## src/rtl/regfile_wb_arbiter_pkg.sv

```systemverilog
// Shared types and constants for the regfile writeback arbiter.
package regfile_pkg;

  localparam int REG_AW = 5;
  localparam int REG_DW = 32;
  localparam logic [REG_AW-1:0] ZERO_REG = 5'd0;

  typedef struct packed {
    logic [REG_AW-1:0] addr;
    logic [REG_DW-1:0] data;
  } wb_req_t;

  typedef enum logic {PRIO0, PRIO1} wb_prio_t;

endpackage

```

## src/rtl/regfile_wb_arbiter_if.sv

```systemverilog
// Writeback requester handshakes, regfile write port and read-port fronting.
interface regfile_wb_arbiter_if #(
  parameter int DW = 32,
  parameter int AW = 5
);
  logic          freeze;
  logic          valid0, valid1;
  logic          ready0, ready1;
  logic [AW-1:0] addr0, addr1;
  logic [DW-1:0] data0, data1;
  logic          we3;
  logic [AW-1:0] wa3;
  logic [DW-1:0] wd3;
  logic [AW-1:0] qa1, qa2;
  logic [AW-1:0] ra1, ra2;
  logic [DW-1:0] rd1, rd2;
  logic [DW-1:0] qd1, qd2;
  logic [15:0]   collisions;

  modport slave (
    input  freeze, valid0, valid1, addr0, addr1, data0, data1, qa1, qa2, rd1, rd2,
    output ready0, ready1, we3, wa3, wd3, ra1, ra2, qd1, qd2, collisions
  );

  modport master (
    output freeze, valid0, valid1, addr0, addr1, data0, data1, qa1, qa2, rd1, rd2,
    input  ready0, ready1, we3, wa3, wd3, ra1, ra2, qd1, qd2, collisions
  );
endinterface

```

## src/rtl/regfile_wb_arbiter_rr_arb2.sv

```systemverilog
// Two-way round-robin grant logic; the loser of an accepted tie gets priority next.
module wb_rr_arb2
  import regfile_pkg::*;
(
  input  logic clk,
  input  logic reset,
  input  logic freeze,
  input  logic valid0,
  input  logic valid1,
  output logic gnt0,
  output logic gnt1
);

  wb_prio_t state;

  always_comb begin
    gnt0 = !reset && !freeze && valid0 && (state == PRIO0 || !valid1);
    gnt1 = !reset && !freeze && valid1 && (state == PRIO1 || !valid0);
  end

  always_ff @(posedge clk) begin
    if (reset) begin
      state <= PRIO0;
    end else if (gnt0 && valid1) begin
      state <= PRIO1;
    end else if (gnt1 && valid0) begin
      state <= PRIO0;
    end
  end

endmodule

```

## src/rtl/regfile_wb_arbiter.sv

```systemverilog
// Arbitrates two writeback requesters onto the regfile write port and fronts the read ports.
// Build option: define REGFILE_WB_BYPASS_EN to forward the in-flight write to readers.
module regfile_wb_arbiter
  import regfile_pkg::*;
#(
  parameter int DW = REG_DW,
  parameter int AW = REG_AW
) (
  input  logic                clk,
  input  logic                reset,
  regfile_wb_arbiter_if.slave bus
);

  function automatic logic [15:0] sat_inc(input logic [15:0] v);
    return (v == 16'hFFFF) ? v : v + 16'd1;
  endfunction

  logic          gnt0, gnt1;
  logic          vld_p0;
  wb_req_t       req_p0;
  logic          we3_p1;
  logic [AW-1:0] wa3_p1;
  logic [DW-1:0] wd3_p1;
  logic [15:0]   coll_cnt;

  wb_rr_arb2 u_arb (
    .clk    (clk),
    .reset  (reset),
    .freeze (bus.freeze),
    .valid0 (bus.valid0),
    .valid1 (bus.valid1),
    .gnt0   (gnt0),
    .gnt1   (gnt1)
  );

  assign bus.ready0 = gnt0;
  assign bus.ready1 = gnt1;

  always_comb begin
    vld_p0      = gnt0 || gnt1;
    req_p0.addr = gnt1 ? bus.addr1 : bus.addr0;
    req_p0.data = gnt1 ? bus.data1 : bus.data0;
  end

  // ---- p0 -> p1: register the accepted write onto the regfile port ----
  always_ff @(posedge clk) begin
    if (reset) begin
      we3_p1   <= 1'b0;
      wa3_p1   <= '0;
      wd3_p1   <= '0;
      coll_cnt <= '0;
    end else begin
      // $0 completes the handshake but never raises the write enable
      we3_p1 <= vld_p0 && (req_p0.addr != ZERO_REG);
      if (vld_p0) begin
        wa3_p1 <= req_p0.addr;
        wd3_p1 <= req_p0.data;
      end
      if (bus.valid0 && bus.valid1 && !bus.freeze) begin
        coll_cnt <= sat_inc(coll_cnt);
      end
    end
  end

  assign bus.we3        = we3_p1;
  assign bus.wa3        = wa3_p1;
  assign bus.wd3        = wd3_p1;
  assign bus.collisions = coll_cnt;
  assign bus.ra1        = bus.qa1;
  assign bus.ra2        = bus.qa2;

`ifdef REGFILE_WB_BYPASS_EN
  assign bus.qd1 = (we3_p1 && wa3_p1 == bus.qa1 && bus.qa1 != ZERO_REG) ? wd3_p1 : bus.rd1;
  assign bus.qd2 = (we3_p1 && wa3_p1 == bus.qa2 && bus.qa2 != ZERO_REG) ? wd3_p1 : bus.rd2;
`else
  assign bus.qd1 = bus.rd1;
  assign bus.qd2 = bus.rd2;
`endif

`ifndef SYNTHESIS
  // A refused requester must keep its request up until it is accepted.
  a_hold0: assert property (@(posedge clk) disable iff (reset)
    (bus.valid0 && !bus.ready0) |=> bus.valid0);
  a_hold1: assert property (@(posedge clk) disable iff (reset)
    (bus.valid1 && !bus.ready1) |=> bus.valid1);
`endif

endmodule

```

## src/flat_wrapper.sv

```systemverilog
// flat-port wrapper written by rule: the top's interface ports become plain ports
module regfile_wb_arbiter_flat import regfile_pkg::*;
#(
  parameter int DW = REG_DW,
  parameter int AW = REG_AW
)
  (clk, reset, bus_freeze, bus_valid0, bus_valid1, bus_addr0, bus_addr1, bus_data0, bus_data1, bus_qa1, bus_qa2, bus_rd1, bus_rd2, bus_ready0, bus_ready1, bus_we3, bus_wa3, bus_wd3, bus_ra1, bus_ra2, bus_qd1, bus_qd2, bus_collisions);
  regfile_wb_arbiter_if #(.DW(DW), .AW(AW)) bus_i ();
  input  logic clk;
  input  logic reset;
  input wire logic [$bits(bus_i.freeze)-1:0] bus_freeze;
  input wire logic [$bits(bus_i.valid0)-1:0] bus_valid0;
  input wire logic [$bits(bus_i.valid1)-1:0] bus_valid1;
  input wire logic [$bits(bus_i.addr0)-1:0] bus_addr0;
  input wire logic [$bits(bus_i.addr1)-1:0] bus_addr1;
  input wire logic [$bits(bus_i.data0)-1:0] bus_data0;
  input wire logic [$bits(bus_i.data1)-1:0] bus_data1;
  input wire logic [$bits(bus_i.qa1)-1:0] bus_qa1;
  input wire logic [$bits(bus_i.qa2)-1:0] bus_qa2;
  input wire logic [$bits(bus_i.rd1)-1:0] bus_rd1;
  input wire logic [$bits(bus_i.rd2)-1:0] bus_rd2;
  output wire logic [$bits(bus_i.ready0)-1:0] bus_ready0;
  output wire logic [$bits(bus_i.ready1)-1:0] bus_ready1;
  output wire logic [$bits(bus_i.we3)-1:0] bus_we3;
  output wire logic [$bits(bus_i.wa3)-1:0] bus_wa3;
  output wire logic [$bits(bus_i.wd3)-1:0] bus_wd3;
  output wire logic [$bits(bus_i.ra1)-1:0] bus_ra1;
  output wire logic [$bits(bus_i.ra2)-1:0] bus_ra2;
  output wire logic [$bits(bus_i.qd1)-1:0] bus_qd1;
  output wire logic [$bits(bus_i.qd2)-1:0] bus_qd2;
  output wire logic [$bits(bus_i.collisions)-1:0] bus_collisions;
  assign bus_i.freeze = bus_freeze;
  assign bus_i.valid0 = bus_valid0;
  assign bus_i.valid1 = bus_valid1;
  assign bus_i.addr0 = bus_addr0;
  assign bus_i.addr1 = bus_addr1;
  assign bus_i.data0 = bus_data0;
  assign bus_i.data1 = bus_data1;
  assign bus_i.qa1 = bus_qa1;
  assign bus_i.qa2 = bus_qa2;
  assign bus_i.rd1 = bus_rd1;
  assign bus_i.rd2 = bus_rd2;
  assign bus_ready0 = bus_i.ready0;
  assign bus_ready1 = bus_i.ready1;
  assign bus_we3 = bus_i.we3;
  assign bus_wa3 = bus_i.wa3;
  assign bus_wd3 = bus_i.wd3;
  assign bus_ra1 = bus_i.ra1;
  assign bus_ra2 = bus_i.ra2;
  assign bus_qd1 = bus_i.qd1;
  assign bus_qd2 = bus_i.qd2;
  assign bus_collisions = bus_i.collisions;
  regfile_wb_arbiter #(.DW(DW), .AW(AW)) u_core (.clk(clk), .reset(reset), .bus(bus_i));
endmodule
```

## config.mk

```make
export PLATFORM = sky130hd
export DESIGN_NAME = regfile_wb_arbiter_flat
export DESIGN_NICKNAME = d
export VERILOG_FILES = /design/src/rtl/regfile_wb_arbiter_pkg.sv /design/src/rtl/regfile_wb_arbiter_if.sv /design/src/rtl/regfile_wb_arbiter_rr_arb2.sv /design/src/rtl/regfile_wb_arbiter.sv /design/src/flat_wrapper.sv
export SDC_FILE = /design/constraint.sdc
export NUM_CORES = 1
export LEC_CHECK = 0
export CORE_ASPECT_RATIO = 0.7
export CORE_MARGIN = 10
export CORE_UTILIZATION = 31
export CTS_BUF_LIST = sky130_fd_sc_hd__clkbuf_4
export CTS_CLUSTER_DIAMETER = 80
export DETAILED_ROUTE_END_ITERATION = 10
export GPL_TIMING_DRIVEN = 1
export MAX_ROUTING_LAYER = met4
export PLACE_DENSITY = 0.83
export SLEW_MARGIN = 15
export SYNTH_ARGS = -nofsm -noshare
export SYNTH_HDL_FRONTEND = slang
export SYNTH_SLANG_ARGS = --single-unit
```

## constraint.sdc

```tcl
create_clock -name clk -period 2.6 [get_ports clk]
set_clock_uncertainty 0.05 [all_clocks]
set_input_delay 0.52 -clock clk [delete_from_list [all_inputs] [get_ports clk]]
set_output_delay 0.52 -clock clk [all_outputs]
set_load 0.05 [all_outputs]
```

# ---- Yosys cells after proc, flatten, opt, wreduce, memory -nomap -nowiden
# Index checks and enable logic that the tools add are counted.
dict set report totals {
  ff_bits 55
  latchBits 0
  ramBits 0
  mem_bits_ro 0
  inputBits 153
  output_inout_bits 130
  word_cells 33
  n_memories 0
}
dict set report classes {
  n_addsub 1
  mul 0
  div 0
  magnitude_cmp 0
  n_eq_ne 1
  n_shift 0
  muxes 4
  bitwise_logic 2
  reduce_logical 20
}
# cell n
set op_table {}
lappend op_table {{32-bit two-way mux} 1}
lappend op_table {{16-bit by 1-bit adder with 16-bit output (second input constant)} 1}
lappend op_table {{16-bit equality test (second input constant)} 1}
lappend op_table {{1-bit logical AND} 10}
lappend op_table {{5-bit two-way mux} 1}
lappend op_table {{5-bit nonzero test} 1}
lappend op_table {{1-bit zero test} 4}
lappend op_table {{1-bit logical OR} 3}
lappend op_table {{1-bit two-way mux} 2}
lappend op_table {{1-bit NOT} 2}
lappend op_table {{2-bit AND reduction} 1}
lappend op_table {{2-bit nonzero test} 1}

# ---- Longest topological paths before layout
dict set report depth {
  depth_word 7
  ltp_mapped 8
  depth_no_buf 5
}

# ---- Cells and area by module
# Synthesis repeated with hierarchy kept, for this count alone.
dict set report unflattened {
  hier_cells 394
  hier_area_um2 3175.5
}
# module instances cells_each area_per_inst_um2 seq_area_each_um2
set modules_own_cells {}
lappend modules_own_cells {regfile_wb_arbiter 1 384 3095.5 1081.0}
lappend modules_own_cells {wb_rr_arb2 1 10 80.1 20.0}

# ---- Worst setup path after synthesis
# Ideal clock, no wire load.
dict set report synth_timing {
  path_kind {reg2reg}
  from {register u_core.coll_cnt[0] (netlist: u_core.bus.collisions[0])}
  to {register u_core.coll_cnt[1] (netlist: u_core.bus.collisions[1])}
  setup_ns 0.070
  arrival_time_ns 2.197
  required_ns 2.480
  path_slack_ns 0.282
  path_stages_with_launch 8
  n_path_buf 2
  synth_period_minus_slack_ns 2.318
  path_cell_list {dfxtp_1 > ha_1 > nand3_1 > nor4_1 > buf_2 > buf_2 > o21ai_0 > a21oi_1}
}
dict set report synth_between {
  elab_chain_len 3
  elab_cells_between_ends 4
  cone_classes {add/sub: 1; eq/ne: 1; bitwise: 1; reduce/logical: 1}
}
# element line
set synth_rtl {}
lappend synth_rtl {{from (decl)} regfile_wb_arbiter.sv:24} ;# logic [15:0] coll_cnt;
lappend synth_rtl {{from (signal assigned)} regfile_wb_arbiter.sv:60} ;# coll_cnt <= sat_inc(coll_cnt);
lappend synth_rtl {{branches (longest 3 deep; another with 16-bit by 1-bit adder with 16-bit output)} -}
# Parallel ways; which one is timed is not known.
# A chain may end at the register's enable or synchronous reset.

# ---- Final worst setup path
dict set report layout_timing {
  from {register u_core.coll_cnt[11] (netlist: u_core.bus.collisions[11])}
  to {output port bus_collisions[11]}
}
# element line
set layout_lines {}
lappend layout_lines {{to (decl)} flat_wrapper.sv:31} ;# output wire logic [$bits(bus_i.collisions)-1:0] bus_collisions;
# No word-level cell between the ends.

==> flow_summary.yaml <==
synthesis:
  ys_seq_area_share_pct: 37.3
  yosys.area.top_type: "dfxtp_1"
  synth_seq_cells: 55
  avgSynthCellArea_um2: 8.44
  synth_ff_type: "dfxtp_1"
  synthDistinctLibCells: 30
  synthesis.area_um2: 2950
  yosysWarnings: 0
  synth_edf_count: 0
  synthTopCellsByArea: "dfxtp_1 37%, buf_4 19%, a21oi_1 7.1%"
  async_flop_share_pct: 0
  syn_inst: 350
  yosys.area.top_type_share_pct: 37.3
  syn-num-nets: 504
drt:
  wire_per_inst_um: 17.7
  vias_per_cell: 5.22
  drcViolationCount: 0
  drtIter0Drc: 136
  routed_wl_um: 9430
  dr.pass1.iters: 4
  num_vias: 2785
  ant_nets: 0
clock_network:
  clockBufferDepth: 2
  clkSinkCount: 55
  clk_pin_slew_ns: 0.17
  cts_resized: 0
  root_buffer: "clkbuf_4"
  cts_tree: "built"
  cts_max_level: 2
  clock_latency_ns: 0.39
  cts_buffers: 5
  cts_setup_buffers: 0
  cts_hold_buf: 0
global_route:
  grt_overflow: 0
  antenna_found_initial: 0
  grt_max_degree: 55
  grt_pass1_vias: 2837
  gr-usage-all-layers_pct: 13.2
  grt_first_pass_wirelength_um: 14400
power:
  power_density_nw_per_um2: 428
  leakage_nw: 1.32
  ir_worst_vdd_uv: 215
  p_total_w: 0.00171
critical_path:
  crit_family: "buffers and inverters"
  critPathKind: "register to primary output"
  cpPeakStageDelay_ns: 0.87
  crit_buf_inv: 1
  critPathSlowestCell: "clkdlybuf4s50_1"
  cp-start-kind: "register"
  regToRegStartpoint: "u_core.bus.collisions[2]$_SDFFE_PP0P_"
  worstPathRequired_ns: 2.03
  crit_fanout: 8
  end_kind: "primary output"
  reg2regPathDepth: 4
  rrSetupSlack_ns: 0.53
  cp.arrival_ns: 1.76
  path_cells: "clkdlybuf4s50_1"
  rr_endpoint: "u_core.bus.collisions[13]$_SDFFE_PP0P_"
die:
  start_util_pct: 32.2
  design.portCount: 283
  die_h_um: 102
  die_w_um: 137
  core_um2: 9180
  num_rows: 29
  fp.dieArea_um2: 13900
min_path:
  hold-path-cell-count: 2
  min_to: "u_core.bus.wd3[1]$_SDFFE_PP0P_"
  hold_path.class: "register to register"
  hold_start: "u_core.bus.wd3[1]$_SDFFE_PP0P_"
sta:
  clock.fmax_mhz: 428
  setup_viol: 0
  fin_ws_ns: 0.265
  rsz0062_at_grt: "no"
  fin_crit_sh_pct: 89.8
  tns_ns: 0
  worstMarginPinSlew_ns: 0.591
  slew_headroom_pct: 60.6
  min_period_ns: 2.33
  slew_viol_final: 0
  hold_violations: 0
placement:
  port_buffers: 134
  dp.cells: 526
  dp_slack_ns: 0.0360
  dp_hpwl_um: 7520
  place.gp.congestion: 0.813
final_layout:
  antenna-diode-count: 0
  fin_util_pct: 43.4
  most-common-layout-cells: "131 x clkdlybuf4s50_1, 55 x dfxtp_1, 42 x a21oi_1, 33 x nand2_1, 27 x a22oi_1"
  mostFrequentLayoutCell: "clkdlybuf4s50_1"
  drive_gt1_share_pct: 6.83
  fin_nets: 563
  final_cells: 534
  syn2layout_area_growth_pct: 35.0
run:
  max_cap_viol_count: 0
run_status:
  status: "finished, final reports clean"
## cells by family (layout without fill, tap and decap cells)
logic type | count (synthesis) | count (layout) | share of synthesized area, %
fa+ha+maj | 1 | 1 | 0.424
buf+inv | 97 | 157 | 22.0
simple gates | 87 | 87 | 15.7
flops | 55 | 55 | 37.3
compound gates | 98 | 98 | 20.6
xor+xnor | 2 | 2 | 0.593
mux | 10 | 10 | 3.39
## through the flow
step | area (um^2) | hold slack, ns
after floorplan | 2950 | 0.447
after global placement | 3930 | 0.392
after detailed placement | 3930 | 0.398
after CTS | 3990 | 0.417
after global routing | 3990 | 0.434
final | 3990 | 0.412
## flip-flops by register name, summed over array words and instances (netlist names)
register	flops
u_core.bus.wd3	32
u_core.bus.collisions	16
u_core.bus.wa3	5
u_core.bus.we3	1
u_core.u_arb.state	1
## worst register-to-register path, cell delays in order, from the launching register on
cell and delay (ns):
dfxtp_1 0.46, nand4_1 0.33, or4_4 0.53, or4_1 0.49, a21oi_1 0.16
## how the worst max path moves through the flow
stage,from,end,cells past startpoint
finish,u_core.bus.collisions[11]$_SDFFE_PP0P_,bus_collisions[11],1
global route,u_core.bus.collisions[4]$_SDFFE_PP0P_,bus_collisions[4],1
CTS,u_core.bus.collisions[11]$_SDFFE_PP0P_,bus_collisions[11],1
detailed placement,bus_valid0,u_core.bus.collisions[15]$_SDFFE_PP0P_,5
global placement,bus_valid0,u_core.bus.collisions[15]$_SDFFE_PP0P_,5
floorplan,u_core.bus.collisions[0]$_SDFFE_PP0P_,u_core.bus.collisions[1]$_SDFFE_PP0P_,7
## final cells by class
class | count | area, um^2
timing repair buffer | 147 | 1450
clock buffer | 6 | 45.0
inverter | 2 | 7.51
tap | 124 | 155
fill | 886 | 5190
clock inverter | 2 | 12.5
sequential | 55 | 1100
multi-input combinational | 198 | 1210
## synth_stat cells, drive strengths merged, types with 2 or more instances
cell	count
inv	2
and3	3
a211oi	10
nand3	6
or3	5
o31ai	9
nand3b	2
nand2	33
a22oi	27
buf	80
mux2i	10
dfxtp	55
nand4	8
and4	2
clkbuf	15
or4	12
a21oi	42
nor2	13
o21ai	9
## routing by layer
metal  global-route usage, %  vias up  routed length, um
met5                       -        -                  0
met4                    3.76        0                152
met3                    8.95       36               1400
met2                    20.9      159               4340
met1                    12.9     1287               3540
li1                        -     1303                  -
## power by group
group	internal, W	total [W]	switching (W)	leakage (nW)
registers	0.000876	0.000894	0.0000178	0.447
logic	0.000198	0.000415	0.000217	0.841
clock network	0.000115	0.000396	0.000281	0.0317
(Power assumes the default switching activity.)
